`src/rtl/store_buffer_if.sv`:
```
// Store buffer bus: core store/load handshakes plus the single data-memory port.
interface store_buffer_if #(
    parameter int unsigned ADDR_W = 16,
    parameter int unsigned DATA_W = 16
) ();
    logic              st_valid;
    logic              st_ready;
    logic [ADDR_W-1:0] st_addr;
    logic [DATA_W-1:0] st_data;
    logic              ld_valid;
    logic              ld_ready;
    logic [ADDR_W-1:0] ld_addr;
    logic              ld_resp_valid;
    logic [DATA_W-1:0] ld_resp_data;
    logic              empty;
    logic              mem_read;
    logic              mem_write;
    logic [ADDR_W-1:0] mem_address;
    logic [DATA_W-1:0] mem_write_data;
    logic [DATA_W-1:0] mem_read_data;

    modport master (
        output st_valid, st_addr, st_data, ld_valid, ld_addr, mem_read_data,
        input  st_ready, ld_ready, ld_resp_valid, ld_resp_data, empty,
               mem_read, mem_write, mem_address, mem_write_data
    );

    modport slave (
        input  st_valid, st_addr, st_data, ld_valid, ld_addr, mem_read_data,
        output st_ready, ld_ready, ld_resp_valid, ld_resp_data, empty,
               mem_read, mem_write, mem_address, mem_write_data
    );
endinterface

```
`src/rtl/store_buffer.sv`:
```
// Halfword store FIFO in front of a 16-bit big-endian data memory with load forwarding.
// Define STORE_BUF_COALESCE_EN to merge a store into the youngest entry at the same address.
module store_buffer #(
    parameter int unsigned DEPTH  = 4,
    parameter int unsigned ADDR_W = 16,
    parameter int unsigned DATA_W = 16
) (
    input  logic          clk,
    input  logic          rst_n,
    store_buffer_if.slave bus
);
    localparam int unsigned PTR_W = (DEPTH > 1) ? $clog2(DEPTH) : 1;
    localparam int unsigned CNT_W = $clog2(DEPTH + 1);

    logic [ADDR_W-1:0] ent_addr [DEPTH];
    logic [DATA_W-1:0] ent_data [DEPTH];
    logic [DEPTH-1:0]  ent_valid;
    logic [PTR_W-1:0]  head;
    logic [PTR_W-1:0]  tail;
    logic [CNT_W-1:0]  count;
    logic              resp_valid_q;
    logic              resp_miss_q;
    logic [DATA_W-1:0] fwd_q;

    logic              full;
    logic              push;
    logic              alloc;
    logic              pop;
    logic              coalesce;
    logic              conflict;
    logic              hit;
    logic              ld_acc;
    logic              rd;
    logic [DATA_W-1:0] hit_data;
    logic [ADDR_W-1:0] ld_lo;
    logic [ADDR_W-1:0] ld_hi;
    logic [PTR_W-1:0]  scan_idx;
    logic [PTR_W-1:0]  youngest;

    always_comb begin
        full     = (count == CNT_W'(DEPTH));
        push     = bus.st_valid && !full;
        ld_lo    = bus.ld_addr - ADDR_W'(1);
        ld_hi    = bus.ld_addr + ADDR_W'(1);
        hit      = 1'b0;
        hit_data = '0;
        conflict = 1'b0;
        scan_idx = '0;
        // Scan oldest to youngest so the last exact match is the youngest one.
        for (int i = 0; i < int'(DEPTH); i++) begin
            scan_idx = head + PTR_W'(i);
            if (ent_valid[scan_idx]) begin
                if (ent_addr[scan_idx] == bus.ld_addr) begin
                    hit      = 1'b1;
                    hit_data = ent_data[scan_idx];
                end
                if ((ent_addr[scan_idx] == ld_lo) || (ent_addr[scan_idx] == ld_hi)) begin
                    conflict = 1'b1;
                end
            end
        end
        // A store pushed this cycle is younger than every buffered entry.
        if (push) begin
            if (bus.st_addr == bus.ld_addr) begin
                hit      = 1'b1;
                hit_data = bus.st_data;
            end
            if ((bus.st_addr == ld_lo) || (bus.st_addr == ld_hi)) begin
                conflict = 1'b1;
            end
        end

        ld_acc   = bus.ld_valid && !full && !conflict;
        rd       = rst_n && ld_acc && !hit;
        pop      = rst_n && !rd && (count != '0);
        youngest = tail - PTR_W'(1);
        coalesce = 1'b0;
`ifdef STORE_BUF_COALESCE_EN
        // The head entry being written this cycle cannot be merged into.
        coalesce = push && (count != '0) && (ent_addr[youngest] == bus.st_addr)
                   && !(pop && (youngest == head));
`endif
        alloc    = push && !coalesce;
    end

    assign bus.st_ready       = !full;
    assign bus.ld_ready       = !full && !conflict;
    assign bus.empty          = (count == '0);
    assign bus.mem_read       = rd;
    assign bus.mem_write      = pop;
    assign bus.mem_address    = rd ? bus.ld_addr : (pop ? ent_addr[head] : '0);
    assign bus.mem_write_data = pop ? ent_data[head] : '0;
    assign bus.ld_resp_valid  = resp_valid_q;
    assign bus.ld_resp_data   = resp_miss_q ? bus.mem_read_data : fwd_q;

    always_ff @(posedge clk) begin
        if (!rst_n) begin
            head         <= '0;
            tail         <= '0;
            count        <= '0;
            ent_valid    <= '0;
            resp_valid_q <= 1'b0;
            resp_miss_q  <= 1'b0;
            fwd_q        <= '0;
        end else begin
            if (pop) begin
                ent_valid[head] <= 1'b0;
                head            <= head + PTR_W'(1);
            end
            if (coalesce) begin
                ent_data[youngest] <= bus.st_data;
            end else if (alloc) begin
                ent_addr[tail]  <= bus.st_addr;
                ent_data[tail]  <= bus.st_data;
                ent_valid[tail] <= 1'b1;
                tail            <= tail + PTR_W'(1);
            end
            count        <= count + CNT_W'(alloc) - CNT_W'(pop);
            resp_valid_q <= ld_acc;
            resp_miss_q  <= rd;
            if (ld_acc && hit) begin
                fwd_q <= hit_data;
            end
        end
    end
endmodule

```
`src/flat_wrapper.sv`:
```
// flat-port wrapper written by rule: the top's interface ports become plain ports
module store_buffer_flat 
#(
    parameter int unsigned DEPTH  = 4,
    parameter int unsigned ADDR_W = 16,
    parameter int unsigned DATA_W = 16
)
  (clk, rst_n, bus_st_valid, bus_st_addr, bus_st_data, bus_ld_valid, bus_ld_addr, bus_mem_read_data, bus_st_ready, bus_ld_ready, bus_ld_resp_valid, bus_ld_resp_data, bus_empty, bus_mem_read, bus_mem_write, bus_mem_address, bus_mem_write_data);
  store_buffer_if #(.ADDR_W(ADDR_W), .DATA_W(DATA_W)) bus_i ();
  input  logic clk;
  input  logic rst_n;
  input wire logic [$bits(bus_i.st_valid)-1:0] bus_st_valid;
  input wire logic [$bits(bus_i.st_addr)-1:0] bus_st_addr;
  input wire logic [$bits(bus_i.st_data)-1:0] bus_st_data;
  input wire logic [$bits(bus_i.ld_valid)-1:0] bus_ld_valid;
  input wire logic [$bits(bus_i.ld_addr)-1:0] bus_ld_addr;
  input wire logic [$bits(bus_i.mem_read_data)-1:0] bus_mem_read_data;
  output wire logic [$bits(bus_i.st_ready)-1:0] bus_st_ready;
  output wire logic [$bits(bus_i.ld_ready)-1:0] bus_ld_ready;
  output wire logic [$bits(bus_i.ld_resp_valid)-1:0] bus_ld_resp_valid;
  output wire logic [$bits(bus_i.ld_resp_data)-1:0] bus_ld_resp_data;
  output wire logic [$bits(bus_i.empty)-1:0] bus_empty;
  output wire logic [$bits(bus_i.mem_read)-1:0] bus_mem_read;
  output wire logic [$bits(bus_i.mem_write)-1:0] bus_mem_write;
  output wire logic [$bits(bus_i.mem_address)-1:0] bus_mem_address;
  output wire logic [$bits(bus_i.mem_write_data)-1:0] bus_mem_write_data;
  assign bus_i.st_valid = bus_st_valid;
  assign bus_i.st_addr = bus_st_addr;
  assign bus_i.st_data = bus_st_data;
  assign bus_i.ld_valid = bus_ld_valid;
  assign bus_i.ld_addr = bus_ld_addr;
  assign bus_i.mem_read_data = bus_mem_read_data;
  assign bus_st_ready = bus_i.st_ready;
  assign bus_ld_ready = bus_i.ld_ready;
  assign bus_ld_resp_valid = bus_i.ld_resp_valid;
  assign bus_ld_resp_data = bus_i.ld_resp_data;
  assign bus_empty = bus_i.empty;
  assign bus_mem_read = bus_i.mem_read;
  assign bus_mem_write = bus_i.mem_write;
  assign bus_mem_address = bus_i.mem_address;
  assign bus_mem_write_data = bus_i.mem_write_data;
  store_buffer #(.DEPTH(DEPTH), .ADDR_W(ADDR_W), .DATA_W(DATA_W)) u_core (.clk(clk), .rst_n(rst_n), .bus(bus_i));
endmodule
```
`config.mk`:
```
export PLATFORM = sky130hd
export DESIGN_NAME = store_buffer_flat
export DESIGN_NICKNAME = d
export VERILOG_FILES = /design/src/rtl/store_buffer_if.sv /design/src/rtl/store_buffer.sv /design/src/flat_wrapper.sv
export SDC_FILE = /design/constraint.sdc
export NUM_CORES = 1
export LEC_CHECK = 0
export CORE_AREA = 5 5 216 218
export DETAILED_ROUTE_END_ITERATION = 16
export DIE_AREA = 0 0 221 223
export SLEW_MARGIN = 20
export SYNTH_ARGS = -nofsm -noshare
export SYNTH_HDL_FRONTEND = slang
export SYNTH_SLANG_ARGS = --single-unit
```
`constraint.sdc`:
```
create_clock -name clk -period 9 [get_ports clk]
set_clock_uncertainty 0.1 [all_clocks]
set_input_delay 1.8 -clock clk [delete_from_list [all_inputs] [get_ports clk]]
set_output_delay 1.8 -clock clk [all_outputs]
set_load 0.05 [all_outputs]
```
==> results.json <==
{
  "status": "finished, final reports clean",
  "synth_area_leaders": "edfxtp_1 (29%), mux4_2 (20%), xnor2_1 (11%)",
  "synth_cells": 1111,
  "r2r_cells": 18,
  "ys_seq_area_share_pct": 33.8,
  "design_area_mm2": 0.0160,
  "drc": 0,
  "yosysUniqueCellTypes": 70,
  "muxShareOfSynthArea_pct": 24.1,
  "fmax_mhz": 117,
  "hold_end": "u_core.fwd_q[11]",
  "cts_made_buffers": 17,
  "cts_tree": "built",
  "hp-class": "reg -> reg",
  "min_from": "u_core.fwd_q[11]",
  "coreArea_mm2": 0.0447,
  "relSlewSlack_pct": 21.0,
  "synth_edf_count": 128,
  "reg2reg_slack_ns": 3.27,
  "grt_max_degree": 57,
  "synth_top_area_share_pct": 29.1,
  "final_util_pct": 35.7,
  "avgSynthCellArea_um2": 11.9,
  "holdWs_ns": 0.376,
  "synthXorXnorAreaFrac_pct": 16.9,
  "yosys_warnings": 0,
  "cp-start-kind": "input pin",
  "synth_fp_nets": 1191,
  "drv_cap": 0,
  "critical_path_required_ns": 7.10,
  "routabilityCongestion": 0.925,
  "rsz0062_at_grt": "no",
  "r2r_start": "u_core.head[1]",
  "post_cts_buffers": 0,
  "ioPinCount": 122,
  "first_global_vias": 10300,
  "area_delta_synth_final_pct": 20.8,
  "cts-root-buf": "clkbuf_16",
  "critPathCaptureType": "output port",
  "ant_nets": 0,
  "arrival_ns": 6.64,
  "clk-insertion-delay-late_ns": 0.43,
  "tns_ns": 0,
  "synth_compound_area_share_pct": 8.11,
  "post_cts_resized": 0,
  "synth_fa_ha_area_share_pct": 1.19,
  "wl_per_cell_um": 25.1,
  "total_power_mw": 3.95,
  "cts_sinks": 159,
  "worst_ir_drop_vdd_uv": 227,
  "timing.final.hold_violations": 0,
  "setup_viol": 0,
  "hold_buffers": 0,
  "start_util_pct": 29.6,
  "fp.dieW_um": 221,
  "grt_pass1_wl_um": 67100,
  "vias": 10200,
  "cp_max_fo": 17,
  "syn_area_mm2": 0.0132,
  "drt-initial-drc-count": 1024,
  "grt_usage_pct": 17.9,
  "crit_type": "in -> out",
  "rows": 78,
  "dieHeight_um": 223,
  "worst_pin_slew_ns": 1.18,
  "finalCritPeriodShare_pct": 94.8,
  "p_leak_nw": 4.86,
  "layout-drive-gt1-share_pct": 23.0,
  "drt_pass1_iterations": 5,
  "n_fill_cell": 4470,
  "slew_viol_final": 0,
  "regToRegEndpoint": "u_core.count[2]",
  "hpwl_um": 34200,
  "whs_path_depth": 1,
  "portBuffers": 121,
  "post-route-min-period_ns": 8.54,
  "synth-main-ff-cell": "edfxtp_1",
  "htree_num_levels": 4,
  "async_flop_share_pct": 0,
  "dieArea_mm2": 0.0493,
  "vias_per_cell": 5.62,
  "antenna_found_initial": 4,
  "synthSimpleGateAreaFrac_pct": 11.9,
  "fin_nets": 1284,
  "synth_top_family_by_area": "multiplexers",
  "yosys.area.top_type": "edfxtp_1",
  "cts_max_path_buffers": 2,
  "powerDensity_mw_per_mm2": 248,
  "clkTransAtPathRegs_ns": 0.07,
  "dpl_cell_area_mm2": 0.0154,
  "grt_remaining_overflow": 0,
  "wirelength_um": 45600,
  "ys_ff_latch": 159
}
-- critical path, stage by stage --
cell and delay, ns:
clkdlybuf4s50_1 0.49, ha_1 0.32, nand3_1 0.30, nor4_1 0.48
xnor2_1 0.24, buf_4 0.20, xor2_1 0.30, nor4b_1 0.13
a311o_1 0.42, nor3_4 0.40, and4_1 1.06, a22o_1 0.32
buf_12 0.15
-- synthesized netlist by cell type (17+ instances only) --
| cell type | instances |
|---|---|
| buf_2 | 23 |
| nor2_1 | 50 |
| o2bb2ai_1 | 17 |
| nand3_1 | 35 |
| a21oi_1 | 17 |
| buf_1 | 17 |
| nand2_1 | 48 |
| edfxtp_1 | 128 |
| mux2i_1 | 26 |
| xnor2_1 | 169 |
| clkbuf_1 | 32 |
| nand4_1 | 26 |
| o311ai_0 | 18 |
| mux4_2 | 117 |
| xor2_1 | 66 |
| mux2_2 | 25 |
| and2_1 | 23 |
| dfxtp_1 | 31 |
| o21ai_0 | 30 |
-- area by class of cell --
type                       count  area (µm²)  area share, %
clock inverter                14         126          0.792
multi-input combinational    844        8230           51.5
timing repair buffer         164        1880           11.8
clock buffer                  18         429           2.69
inverter                      18        67.6          0.423
antenna                        1        2.50         0.0157
tap                          600         751           4.70
sequential                   159        4470           28.0
-- worst max-delay path by stage --
stage,start,to,slack [ns],depth (start not counted)
after floorplan,u_core.head[0],bus_mem_write_data[10],1.40,21
after global placement,bus_ld_addr[0],bus_mem_address[1],0.64,15
after detailed placement,bus_ld_addr[0],bus_mem_address[1],0.53,15
after CTS,bus_ld_addr[0],bus_mem_address[1],0.51,15
after global routing,bus_ld_addr[0],bus_mem_address[10],0.24,13
final,bus_ld_addr[0],bus_mem_address[1],0.46,13
-- where the power goes --
| group | internal [mW] | switching (mW) | total, mW |
|---|---|---|---|
| combinational | 1.07 | 1.29 | 2.36 |
| clock | 0.363 | 0.323 | 0.686 |
| sequential | 0.853 | 0.0537 | 0.906 |
| total | 2.28 | 1.67 | 3.95 |
-- cells in the final DEF, fill, tap and decap left out, drive strengths merged, types with 5 or more instances in the layout --
master | netlist | layout
a21oi | 17 | 17
a221oi | 16 | 16
a22o | 15 | 15
a31oi | 9 | 9
and2 | 23 | 23
and3 | 9 | 9
buf | 57 | 78
clkbuf | 33 | 18
clkdlybuf4s50 | 0 | 86
dfxtp | 31 | 31
edfxtp | 128 | 128
ha | 11 | 11
inv | 18 | 25
mux2 | 25 | 25
mux2i | 26 | 26
mux4 | 117 | 117
nand2 | 48 | 48
nand3 | 35 | 35
nand4 | 26 | 26
nand4b | 5 | 5
nor2 | 51 | 51
nor3 | 22 | 22
nor4 | 18 | 18
nor4b | 5 | 5
o21ai | 31 | 31
o2bb2ai | 17 | 17
o311ai | 18 | 18
or4 | 9 | 9
xnor2 | 171 | 171
xnor3 | 6 | 6
xor2 | 66 | 66
-- layer usage --
metal,vias up,GRT usage (%),share of wire [%]
li1,4494,-,-
met2,440,30.0,48
met5,-,0,0.064
met1,5200,22.9,41
met4,6,6.64,3.6
met3,81,3.86,6.9
-- per-stage QoR --
stage               cells  setup WS [ns]
floorplan            1111           1.40
global placement     1785          0.641
detailed placement   1785          0.534
CTS                  1817          0.509
global route         1817          0.241
finish               1818          0.465
-- cell families (layout without fill, tap and decap cells) --
group	count (synthesis)	after routing
and+or+nand+nor	277	277
xor gates and xnor gates	243	243
muxes	168	168
DFF	159	159
AOI/OAI and AO/OA	144	144
buffers and inverters	108	214
adders and majority gates	12	12
other	0	1
-- registers in the layout, summed over array words and instances, names as in the netlist, named ones only --
name                      cells
u_core.bus.ld_resp_valid      1
u_core.count                  3
u_core.ent_addr              64
u_core.ent_data              64
u_core.ent_valid              4
u_core.fwd_q                 16
u_core.head                   2
u_core.resp_miss_q            1
u_core.tail                   2
(Power assumes the default switching activity.)
